[src/rtl/move_object_ctrl.sv]
// Per-frame position controller for the movable square: commits a Y step, lets the
// collision flags re-settle, then commits an X step, with edge clamping and blocking.
module move_object_ctrl #(
    parameter int X_INI      = 100,
    parameter int Y_INI      = 120,
    parameter int STEP       = 4,
    parameter int X_MAX      = 640,
    parameter int Y_MAX      = 480,
    parameter int DIV_FRAMES = 2,
    parameter int SETTLE_CYC = 2
) (
    input  logic       VGA_clk,
    input  logic       reset,
    input  logic       frame_tick,
    input  logic       key_up,
    input  logic       key_down,
    input  logic       key_left,
    input  logic       key_right,
    input  logic [6:0] tamanho,
    input  logic       colisao_min_y,
    input  logic       colisao_max_y,
    input  logic       colisao_min_x,
    input  logic       colisao_max_x,
    output logic [9:0] xPos,
    output logic [8:0] yPos,
    output logic       moving,
    output logic       blocked,
    output logic       frame_overrun
);

    localparam int DIV_W = (DIV_FRAMES > 1) ? $clog2(DIV_FRAMES) : 1;
    localparam int SET_W = (SETTLE_CYC > 1) ? $clog2(SETTLE_CYC) : 1;
    localparam logic [DIV_W-1:0] DIV_LAST = DIV_W'(DIV_FRAMES - 1);
    localparam logic [SET_W-1:0] SET_LAST = SET_W'(SETTLE_CYC - 1);
    localparam logic [9:0]  STEP_Y = 10'(STEP);
    localparam logic [10:0] STEP_X = 11'(STEP);

    typedef enum logic [2:0] {
        IDLE,
        SETTLE_Y,
        EVAL_Y,
        SETTLE_X,
        EVAL_X,
        DONE
    } state_t;

    state_t           state_q, state_d;
    logic [9:0]       x_q, x_d;
    logic [8:0]       y_q, y_d;
    logic [DIV_W-1:0] div_cnt_q, div_cnt_d;
    logic [SET_W-1:0] settle_cnt_q, settle_cnt_d;
    logic [3:0]       key_l_q, key_l_d;      // {up, down, left, right}
    logic             blk_l_q, blk_l_d;
    logic             blocked_q, blocked_d;
    logic             overrun_q, overrun_d;

    // Clamp arithmetic is done one bit wider than the position so nothing wraps.
    logic [9:0]  y_ext, y_lim, y_sum, y_dn;
    logic [8:0]  y_up;
    logic [10:0] x_ext, x_lim, x_sum, x_dn;
    logic [9:0]  x_up;

    always_comb begin
        y_ext = {1'b0, y_q};
        y_lim = 10'(Y_MAX) - {3'b000, tamanho};
        y_sum = y_ext + STEP_Y;
        y_dn  = (y_sum > y_lim) ? y_lim : y_sum;
        y_up  = (y_ext < STEP_Y) ? 9'd0 : 9'(y_ext - STEP_Y);

        x_ext = {1'b0, x_q};
        x_lim = 11'(X_MAX) - {4'b0000, tamanho};
        x_sum = x_ext + STEP_X;
        x_dn  = (x_sum > x_lim) ? x_lim : x_sum;
        x_up  = (x_ext < STEP_X) ? 10'd0 : 10'(x_ext - STEP_X);
    end

    always_comb begin
        state_d      = state_q;
        x_d          = x_q;
        y_d          = y_q;
        div_cnt_d    = div_cnt_q;
        settle_cnt_d = settle_cnt_q;
        key_l_d      = key_l_q;
        blk_l_d      = blk_l_q;
        blocked_d    = blocked_q;
        overrun_d    = 1'b0;

        // A tick arriving mid-move is dropped and reported, div_cnt untouched.
        if (state_q != IDLE && frame_tick) begin
            overrun_d = 1'b1;
        end

        case (state_q)
            IDLE: begin
                if (frame_tick) begin
                    if (div_cnt_q == DIV_LAST) begin
                        div_cnt_d    = '0;
                        key_l_d      = {key_up, key_down, key_left, key_right};
                        settle_cnt_d = '0;
                        state_d      = SETTLE_Y;
                    end else begin
                        div_cnt_d = div_cnt_q + 1'b1;
                    end
                end
            end
            SETTLE_Y, SETTLE_X: begin
                if (settle_cnt_q == SET_LAST) begin
                    settle_cnt_d = '0;
                    state_d      = (state_q == SETTLE_Y) ? EVAL_Y : EVAL_X;
                end else begin
                    settle_cnt_d = settle_cnt_q + 1'b1;
                end
            end
            EVAL_Y: begin
                if (key_l_q[3] && !key_l_q[2]) begin
                    if (colisao_min_y) blk_l_d = 1'b1;
                    else               y_d     = y_up;
                end else if (key_l_q[2] && !key_l_q[3]) begin
                    if (colisao_max_y) blk_l_d = 1'b1;
                    else               y_d     = 9'(y_dn);
                end
                state_d = SETTLE_X;
            end
            EVAL_X: begin
                if (key_l_q[1] && !key_l_q[0]) begin
                    if (colisao_min_x) blk_l_d = 1'b1;
                    else               x_d     = x_up;
                end else if (key_l_q[0] && !key_l_q[1]) begin
                    if (colisao_max_x) blk_l_d = 1'b1;
                    else               x_d     = 10'(x_dn);
                end
                state_d = DONE;
            end
            DONE: begin
                blocked_d = blk_l_q;
                blk_l_d   = 1'b0;
                state_d   = IDLE;
            end
            default: state_d = IDLE;
        endcase
    end

    always_ff @(posedge VGA_clk) begin
        if (reset) begin
            state_q      <= IDLE;
            x_q          <= 10'(X_INI);
            y_q          <= 9'(Y_INI);
            div_cnt_q    <= '0;
            settle_cnt_q <= '0;
            key_l_q      <= '0;
            blk_l_q      <= 1'b0;
            blocked_q    <= 1'b0;
            overrun_q    <= 1'b0;
        end else begin
            state_q      <= state_d;
            x_q          <= x_d;
            y_q          <= y_d;
            div_cnt_q    <= div_cnt_d;
            settle_cnt_q <= settle_cnt_d;
            key_l_q      <= key_l_d;
            blk_l_q      <= blk_l_d;
            blocked_q    <= blocked_d;
            overrun_q    <= overrun_d;
        end
    end

    assign xPos          = x_q;
    assign yPos          = y_q;
    assign moving        = (state_q != IDLE);
    assign blocked       = blocked_q;
    assign frame_overrun = overrun_q;

endmodule

[config.mk]
export PLATFORM = sky130hd
export DESIGN_NAME = move_object_ctrl
export DESIGN_NICKNAME = d
export VERILOG_FILES = /design/src/rtl/move_object_ctrl.sv
export SDC_FILE = /design/constraint.sdc
export NUM_CORES = 1
export LEC_CHECK = 0
export CORE_MARGIN = 1.5
export CORE_UTILIZATION = 55
export CTS_CLUSTER_DIAMETER = 100
export CTS_CLUSTER_SIZE = 30
export DETAILED_ROUTE_END_ITERATION = 6
export DONT_BUFFER_PORTS = 1
export PLACE_DENSITY = 0.79
export REMOVE_ABC_BUFFERS = 1
export SETUP_SLACK_MARGIN = 0.1
export SYNTH_ARGS = -nofsm -noshare
export SYNTH_HDL_FRONTEND = slang
export SYNTH_SLANG_ARGS = --single-unit
[constraint.sdc]
create_clock -name VGA_clk -period 4.6 [get_ports VGA_clk]
set_clock_uncertainty 0.2 [all_clocks]
set_input_delay 0.92 -clock VGA_clk [delete_from_list [all_inputs] [get_ports VGA_clk]]
set_output_delay 0.92 -clock VGA_clk [all_outputs]
set_load 0.02 [all_outputs]
==> key figures, run 1 <==
Final layout
  • Fill cells: 445
  • Final core occ: 58.5%
  • N_diodes: 0
  • Commonest non-fill, non-tap cells in the layout: nand2_1 (31), dfxtp_1 (31), nor2_1 (24), ha_1 (24), inv_1 (22)
  • Area grow syn2layout: 1.78%
  • Layout Nets: 376
  • Layout Cells excl Fill: 402
  • Share of layout cells above drive strength 1: 5.67%

STA
  • Setup TNS: 0 ns
  • Max frequency: 259 MHz
  • Relative slew slack: 34.9%
  • Tmin final: 3.87 ns
  • # setup viols final: 0
  • Max-slew violations: 0
  • RSZ-0062 raised after global routing: no
  • Final hold vios: 0
  • Final setup margin: 0.733 ns
  • Crit share post-route: 84.1%
  • Worst-Margin Slew: 0.963 ns

Pwr
  • Peak VDD IR: 0.000174 V
  • Clock Power Share: 36.0%
  • Comb pwr share: 16.1%
  • LEAKAGE: 0.00101 uW
  • Design Power: 608 uW
  • Power density cells: 219 mW/mm^2
  • Fraction of power spent switching nets: 30.6%
  • Sw Pwr: 186 uW
  • Pint: 422 uW
  • Reg power frac: 47.9%

Clock network
  • # Post-CTS Setup Buffers: 0
  • Num CTS Buffers: 5
  • TritonCTS clock tree: built
  • Post-cts sizing count: 0
  • CTS root buffer: clkbuf_8
  • H-tree levels: 2
  • Hold Buf Count CTS: 0
  • CTS Sinks: 31
  • Clock slew at reported path FFs: 0.08 ns
  • Clock Path Buffers: 2
  • Worst skew pair latency: 0.29 ns

Worst setup path
  • CP bufs+invs: 1
  • Crit-path cells: nor3_1 -> nand3_1 -> xnor2_1 -> inv_1 -> ha_1 -> nand4_1 -> o22ai_1 -> a21oi_1 -> a21oi_1 -> nor4_1 -> or4_1
  • Critical path class: input pin to flop
  • Worst setup EP type: flop
  • Reg2reg start: xPos[3]
  • CP endpoint: yPos[6]
  • Worst R2R End: xPos[3]
  • Critical path's slowest cell: a21oi_1
  • Crit start category: input pin
  • CP max stage delay: 0.76 ns
  • Highest net fanout along the worst path: 12
  • CP most frequent cell: a21oi_1
  • Crit path depth: 11
  • Critical path launch point: tamanho[3]
  • Reg-to-reg slack, setup: 0.93 ns
  • CP top delay family: simple AND/OR/NAND/NOR gates
  • CP arrival: 3.84 ns
  • Worst reg2reg path depth: 10
  • Worst Path Required: 4.57 ns

Logic synthesis
  • EDFF count, synth: 0
  • Synth Cell Area: 0.00273 sq mm
  • Asr flop ratio synth: 0%
  • Top_reg_cell synth: dfxtp_1
  • Yosys warning total: 0
  • Syn_area_per_cell: 7.83 sq um
  • Seq cells post-synth: 31
  • Post-synth cell types: 61
  • Mapped Cells: 349
  • Seq/Total Area, Yosys: 22.7%

Routing
  • Antenna-violating nets left: 0
  • DRC: 0
  • Via-to-Cell Ratio: 6.41
  • Starting DRT DRC Count: 200
  • Routed WL: 6650 um
  • Initial DRT Pass Iterations: 5
  • Avg WL per Cell: 16.5 um
  • Via count: 2577

Place
  • Placed insts: 394
  • Routability congestion estimate: 0.906
  • I/O Buffers: 0
  • Post-DP HPWL: 4960 um
  • Setup WS pre-CTS: 0.464 ns

Hold path
  • Worst min path class: flop to flop

Status
  • Outcome: finished, final reports clean

GRT
  • Pin count of the biggest net entering global routing: 30
  • Total GRT Usage: 25.0%
  • Global-route wire length before repair: 10500 um
  • Initial antenna violation count: 0
  • Number of global-route vias before repair: 2275
  • Gr ovfl total: 0

Floorplanning
  • Die area: 0.00540 sq mm
  • Core ar.: 0.00475 sq mm
  • Site Rows: 25
  • Starting density of the core: 57.5%
  • Io pins: 40
  • Die W: 73.5 um
  • Die height: 73.5 um

Job
  • Max-cap violation count: 0
-- cells in the mapped netlist, types with 3 or more instances --
cell | number | area share (%)
or3_1 | 5 | 1.1
a211oi_1 | 8 | 2.2
nor2_1 | 24 | 3.3
xnor2_1 | 10 | 3.2
ha_1 | 24 | 11
nand3_1 | 12 | 2.2
o21a_1 | 3 | 0.82
a211o_1 | 3 | 0.96
a21oi_1 | 18 | 3.3
nor3_1 | 17 | 3.1
nand4_1 | 6 | 1.4
o31ai_1 | 4 | 1.1
o21ai_0 | 15 | 2.7
dfxtp_1 | 31 | 23
o41ai_1 | 3 | 0.96
nand2_1 | 31 | 4.3
nor4_1 | 5 | 1.1
nor2b_1 | 3 | 0.69
clkbuf_8 | 3 | 1.5
inv_1 | 22 | 3.0
o211ai_1 | 5 | 1.4
mux2i_1 | 10 | 3.7
xor2_1 | 9 | 2.9
a221oi_1 | 5 | 1.6
nand3b_1 | 4 | 1.1
clkbuf_1 | 18 | 2.5
a31oi_1 | 6 | 1.4
-- layer usage --
metal	up-vias	wire, um	track usage (%)
li1	1262	-	-
met1	1190	3020	33.6
met2	115	2990	39.6
met3	10	558	5.76
met4	0	76	8.02
met5	-	0	0
-- metrics by stage --
| stage | hold WS [ns] | cell area [sq um] |
|---|---|---|
| 3_5_place_dp | 0.285 | 2690 |
| 4_1_cts | 0.295 | 2780 |
| 2_1_floorplan | 0.253 | 2590 |
| 5_1_grt | 0.323 | 2780 |
| 3_3_place_gp | 0.265 | 2690 |
| 6_report | 0.291 | 2780 |
-- power by group through the flow --
stage	clock network (uW)	registers, uW	logic (uW)
6_report	219	291	98.2
3_3_place_gp	0	297	93.1
2_1_floorplan	0	294	75.2
5_1_grt	233	293	110
3_5_place_dp	0	297	95.7
4_1_cts	223	291	96.7
-- cells by family (layout without fill, tap and decap cells) --
| logic type | Yosys count | count (layout) | synth area share, % |
|---|---|---|---|
| fa+ha+maj | 24 | 24 | 11.0 |
| flops | 31 | 31 | 22.7 |
| compound gates | 93 | 93 | 24.5 |
| buf+inv | 46 | 32 | 8.10 |
| xor+xnor | 19 | 19 | 6.09 |
| mux | 11 | 11 | 4.07 |
| simple gates | 125 | 125 | 23.5 |
-- sequential cells by signal, summed over array words and instances, names as in the netlist --
name and flops:
key_l_q 4, frame_overrun 1, yPos 9, blk_l_q 1, xPos 10, settle_cnt_q 1
state_q 3, blocked 1, div_cnt_q 1
-- worst min path at each step --
stage             from  cells after the start  slack [ns]       to
2_1_floorplan  blk_l_q                      2        0.25  blocked
3_3_place_gp   blk_l_q                      2        0.27  blocked
3_5_place_dp   blk_l_q                      2        0.29  blocked
4_1_cts        blk_l_q                      2        0.30  blocked
5_1_grt        blk_l_q                      2        0.32  blocked
6_report       blk_l_q                      2        0.29  blocked
-- worst min-delay path: cells and delay by family, from the launching register on --
kind,cells,cell delay (ns)
AOI/OAI and AO/OA,1,0.06
DFF,1,0.32
and+or+nand+nor,1,0.08
-- area by class of cell --
cell class	count	area [sq um]	share of cell area, %
clock buffer	5	68.8	2.47
clock inverter	3	20.0	0.719
inverter	22	82.6	2.97
multi-input combinational	272	1890	68.0
sequential	31	621	22.3
tap	67	83.8	3.01
timing repair buffer	2	15.0	0.540
(Power assumes the default switching activity.)
==> inputs of run 2 (changes only) <==
--- a/config.mk
+++ b/config.mk
@@ -11,7 +11,7 @@
 export CTS_CLUSTER_SIZE = 30
 export DETAILED_ROUTE_END_ITERATION = 6
 export DONT_BUFFER_PORTS = 1
-export PLACE_DENSITY = 0.79
+export PLACE_DENSITY = 0.82
 export REMOVE_ABC_BUFFERS = 1
 export SETUP_SLACK_MARGIN = 0.1
 export SYNTH_ARGS = -nofsm -noshare
==> constraint.sdc (replaced) <==
create_clock -name VGA_clk -period 3.5 [get_ports VGA_clk]
set_clock_uncertainty 0.2 [all_clocks]
set_input_delay 0.7 -clock VGA_clk [delete_from_list [all_inputs] [get_ports VGA_clk]]
set_output_delay 0.7 -clock VGA_clk [all_outputs]
set_load 0.02 [all_outputs]
==> run 2 against run 1 <==
Power up 33%. Wire length up 4.8%. Global-route usage up 1.6 points. First-iteration DRC count up 49%. Final area up 4.2%. Count of clock-buffer cells in the layout up 1. Sequential cell count unchanged. Die area unchanged. Utilization up 2.5 points. Highest routed layer unchanged.
==> key figures, run 2 (synthesis results as in run 1) <==
Place
  • Setup WS pre-CTS: 0.0573 ns
  • Placed Area: 0.00281 sq mm
  • Post-DP HPWL: 5170 um
  • Routability congestion estimate: 0.873
  • I/O Buffers: 0

Floorplanning
  • Io pins: 40
  • Site Rows: 25
  • Die height: 73.5 um
  • Starting density of the core: 57.5%
  • Core ar.: 0.00475 sq mm
  • Die W: 73.5 um
  • Die area: 0.00540 sq mm

Routing
  • DRC: 0
  • Starting DRT DRC Count: 298
  • WL met1: 2990 um
  • Via count: 2710
  • Via-to-Cell Ratio: 6.50
  • Antenna-violating nets left: 0
  • Detailed route wirelength on metal2: 3200 um
  • Avg WL per Cell: 16.7 um
  • Initial DRT Pass Iterations: 5
  • Routed met3 length: 638 um
  • Max layer used: met4
  • Routed WL: 6970 um

Final layout
  • Fill cells: 456
  • Area grow syn2layout: 6.09%
  • Share of layout cells above drive strength 1: 10.0%
  • N_diodes: 0
  • Final instance area: 0.00290 sq mm
  • Commonest non-fill, non-tap cells in the layout: nand2_1 (31), dfxtp_1 (31), nor2_1 (24), ha_1 (24), inv_1 (22)
  • Final core occ: 61.0%
  • Max reg flops: 10
  • Layout Nets: 391

Clock network
  • Worst skew pair latency: 0.29 ns
  • TritonCTS clock tree: built
  • Num CTS Buffers: 5
  • CTS root buffer: clkbuf_8
  • Clock slew at reported path FFs: 0.08 ns
  • H-tree levels: 2
  • Clock Path Buffers: 2
  • # Post-CTS Setup Buffers: 0
  • CTS Sinks: 31

STA
  • Max-slew violations: 0
  • Min Hold Slack: 0.267 ns
  • # setup viols final: 0
  • Max frequency: 314 MHz
  • RSZ-0062 raised after global routing: no
  • Crit share post-route: 90.9%
  • Tmin final: 3.18 ns
  • Setup TNS: 0 ns
  • Worst-Margin Slew: 0.739 ns
  • Relative slew slack: 50.1%
  • Final setup margin: 0.320 ns
  • Final hold vios: 0

Job
  • Max-cap violation count: 0

GRT
  • Pin count of the biggest net entering global routing: 30
  • Number of global-route vias before repair: 2392
  • Global-route wire length before repair: 11200 um
  • Gr ovfl total: 0
  • Initial antenna violation count: 0
  • Total GRT Usage: 26.6%

Hold path
  • Worst min path class: input pin to flop

Worst setup path
  • Highest net fanout along the worst path: 4
  • Worst Path Required: 3.47 ns
  • Crit start category: input pin
  • Critical path class: input pin to flop
  • Worst setup EP type: flop
  • CP arrival: 3.15 ns

Pwr
  • LEAKAGE: 0.00108 uW
  • Power density cells: 278 mW/mm^2
  • Peak VDD IR: 0.000214 V

Status
  • Outcome: finished, final reports clean
[run 2: cell types whose count changed in the layout (fill, tap and decap cells not counted), sizes merged]
cell,before,now
buf,2,17
clkbuf,5,6
clkinvlp,2,1
[run 2: what timing repair did]
| action | CTS | global route |
|---|---|---|
| gates resized for setup | 0 | 3 |
| setup endpoints to repair | 0 | 10 |
| hold buffers | 0 | 0 |
[run 2: worst max-delay path, stage by stage]
cell	delay, ns
nor3_1	0.29
nand3_1	0.18
xnor2_1	0.24
inv_1	0.10
ha_1	0.30
nand4_1	0.13
o22ai_1	0.10
a21oi_1	0.23
a21oi_2	0.13
o221a_1	0.25
or4_1	0.48
[run 2: per-stage QoR]
step           power, uW  cells
2_1_floorplan        486    325
3_3_place_gp         518    409
3_5_place_dp         524    409
4_1_cts              807    417
5_1_grt              841    417
6_report             807    417
[run 2: routing by layer]
metal | GRT usage, % | vias up
met5 | 0 | -
met4 | 8.85 | 0
met3 | 7.13 | 22
met2 | 41.4 | 144
met1 | 35.5 | 1250
li1 | - | 1294
[run 2: final timing paths]
path	to	start	slack (ns)	cells after the start
worst max register to register	yPos[6]	yPos[2]	0.35	10
worst max-delay path	yPos[6]	tamanho[3]	0.32	11
worst min register to register	blocked	blk_l_q	0.29	2
worst min-delay path	xPos[8]	reset	0.27	1
[run 2: where the power goes]
| part | switching, uW | internal, uW | leakage (uW) | total (uW) |
|---|---|---|---|---|
| combinational | 83.7 | 60.3 | 0.000785 | 144 |
| sequential | 13.6 | 363 | 0.000251 | 377 |
| clock | 148 | 139 | 0.0000412 | 287 |
[run 2: final cells by class]
cell class,count,area (sq um),area share (%)
inverter,22,82.6,2.85
tap,67,83.8,2.89
clock buffer,6,72.6,2.50
sequential,31,621,21.4
multi-input combinational,272,1900,65.5
clock inverter,2,12.5,0.431
timing repair buffer,17,128,4.40
==> inputs of run 3 (changes only) <==
--- a/config.mk
+++ b/config.mk
@@ -11,7 +11,7 @@
 export CTS_CLUSTER_SIZE = 30
 export DETAILED_ROUTE_END_ITERATION = 6
 export DONT_BUFFER_PORTS = 1
-export PLACE_DENSITY = 0.82
+export PLACE_DENSITY = 0.8
 export REMOVE_ABC_BUFFERS = 1
 export SETUP_SLACK_MARGIN = 0.1
 export SYNTH_ARGS = -nofsm -noshare
==> run 3 against run 2 <==
Final cell count increased by 0.24%. Setup slack got worse by 0.10 ns. Register-to-register slack got worse by 0.07 ns. Combinational power about the same. Fmax decreased by 3.2%. Count of clock-buffer cells in the layout increased by 1. Sequential cell count unchanged. First-iteration DRC count decreased by 20%. Sequential share of layout area decreased by 0.26 points. Non-clock buffer count increased by 1. Critical path depth increased by 1. Critical endpoint unchanged. Largest power group unchanged.
==> key figures, run 3 (synthesis results as in run 1) <==
Final layout
  • N_diodes: 0
  • Fill cells: 442
  • Share of layout cells above drive strength 1: 11.1%
  • Final instance area: 0.00294 sq mm
  • Commonest non-fill, non-tap cells in the layout: nand2_1 (31), dfxtp_1 (31), nor2_1 (24), ha_1 (24), inv_1 (22)
  • Max reg flops: 10
  • Layout Cells excl Fill: 418
  • Area grow syn2layout: 7.41%
  • Layout Nets: 392

STA
  • Final hold vios: 0
  • Max-slew violations: 0
  • # setup viols final: 0
  • RSZ-0062 raised after global routing: no
  • Crit share post-route: 93.8%
  • Tmin final: 3.28 ns
  • Max frequency: 305 MHz
  • Worst-Margin Slew: 1.03 ns
  • Relative slew slack: 30.6%

Clock network
  • CTS root buffer: clkbuf_8
  • H-tree levels: 2
  • # Post-CTS Setup Buffers: 0
  • Num CTS Buffers: 5
  • Worst skew pair latency: 0.28 ns
  • TritonCTS clock tree: built
  • CTS Sinks: 31
  • Clock slew at reported path FFs: 0.07 ns
  • Clock Path Buffers: 2

GRT
  • Number of global-route vias before repair: 2461
  • Total GRT Usage: 26.8%
  • Gr ovfl total: 0
  • Initial antenna violation count: 0
  • Pin count of the biggest net entering global routing: 30
  • Global-route wire length before repair: 11300 um

Place
  • Placed Area: 0.00281 sq mm
  • Placed insts: 410
  • Post-DP HPWL: 5150 um
  • I/O Buffers: 0
  • Routability congestion estimate: 0.910

Routing
  • Routed met3 length: 635 um
  • Via count: 2700
  • Routed WL: 7030 um
  • Initial DRT Pass Iterations: 5
  • DRC: 0
  • Starting DRT DRC Count: 237
  • Avg WL per Cell: 16.8 um
  • Max layer used: met4
  • Via-to-Cell Ratio: 6.46
  • Antenna-violating nets left: 0
  • WL met1: 3030 um
  • Detailed route wirelength on metal2: 3260 um

Worst setup path
  • Highest net fanout along the worst path: 6
  • CP max stage delay: 0.49 ns
  • Reg2reg start: yPos[2]
  • Crit path depth: 12
  • Critical path class: input pin to flop
  • Critical path launch point: tamanho[0]
  • Crit start category: input pin
  • Worst setup EP type: flop
  • CP arrival: 3.24 ns
  • CP endpoint: yPos[6]
  • CP bufs+invs: 3
  • Worst Path Required: 3.46 ns
  • Reg-to-reg slack, setup: 0.28 ns
  • Worst R2R End: yPos[6]
  • Worst reg2reg path depth: 11
  • Critical path's slowest cell: or4_1
  • Crit-path cells: inv_1 -> ha_1 -> nor3b_2 -> xnor2_1 -> inv_1 -> ha_1 -> nand4_1 -> o211ai_1 -> a21oi_1 -> buf_4 -> o221a_1 -> or4_1
  • CP top delay family: simple AND/OR/NAND/NOR gates

Floorplanning
  • Io pins: 40
  • Die W: 73.5 um
  • Die area: 0.00540 sq mm
  • Starting density of the core: 57.5%
  • Core ar.: 0.00475 sq mm
  • Die height: 73.5 um
  • Site Rows: 25

Status
  • Outcome: finished, final reports clean

Pwr
  • LEAKAGE: 0.00109 uW
  • Design Power: 844 uW
  • Peak VDD IR: 0.000297 V
  • Power density cells: 287 mW/mm^2

Hold path
  • Worst min path class: input pin to flop

Job
  • Max-cap violation count: 0
==> run 3: cell type report <==
class	instances	area [sq um]	area share (%)
clock buffers	7	96.3	3.28
clock inverters	1	7.51	0.256
inverters	22	82.6	2.81
multi-input cells	272	1910	65.1
flip-flops and latches	31	621	21.1
well taps	67	83.8	2.85
repair buffers	18	135	4.60
==> run 3: power by group <==
group | internal [uW] | total, uW | switching (uW)
logic | 60.3 | 147 | 86.8
registers | 363 | 376 | 13.4
clock network | 179 | 320 | 141
==> run 3: worst min path at each step <==
| stage | startpoint | end | slack [ns] | cells after the start |
|---|---|---|---|---|
| floorplan | blk_l_q | blocked | 0.25 | 2 |
| global placement | blk_l_q | blocked | 0.27 | 2 |
| detailed placement | blk_l_q | blocked | 0.28 | 2 |
| CTS | reset | xPos[8] | 0.27 | 1 |
| global route | reset | xPos[8] | 0.26 | 1 |
| finish | reset | xPos[8] | 0.28 | 1 |
==> run 3: repair_timing <==
item                                    in CTS  in global routing
endpoints found under the setup margin       0                 10
hold buffers                                 0                  0
resized for setup                            0                  5
==> run 3: metal layers <==
metal,up-vias,track usage [%]
li1,1292,-
met1,1276,35.2
met2,121,43.3
met3,11,6.45
met4,0,8.44
met5,-,0
==> run 3: per-stage QoR <==
stage | utilization [%] | hold slack (ns) | TNS, ns | setup slack [ns]
after floorplan | - | 0.253 | 0 | 0.00361
after global placement | 59.2 | 0.270 | -0.0608 | -0.0608
after detailed placement | 59.2 | 0.277 | -0.215 | -0.0858
after CTS | 61.4 | 0.265 | 0 | 0.191
after global routing | 61.8 | 0.261 | 0 | 0.128
final | 61.8 | 0.276 | 0 | 0.216
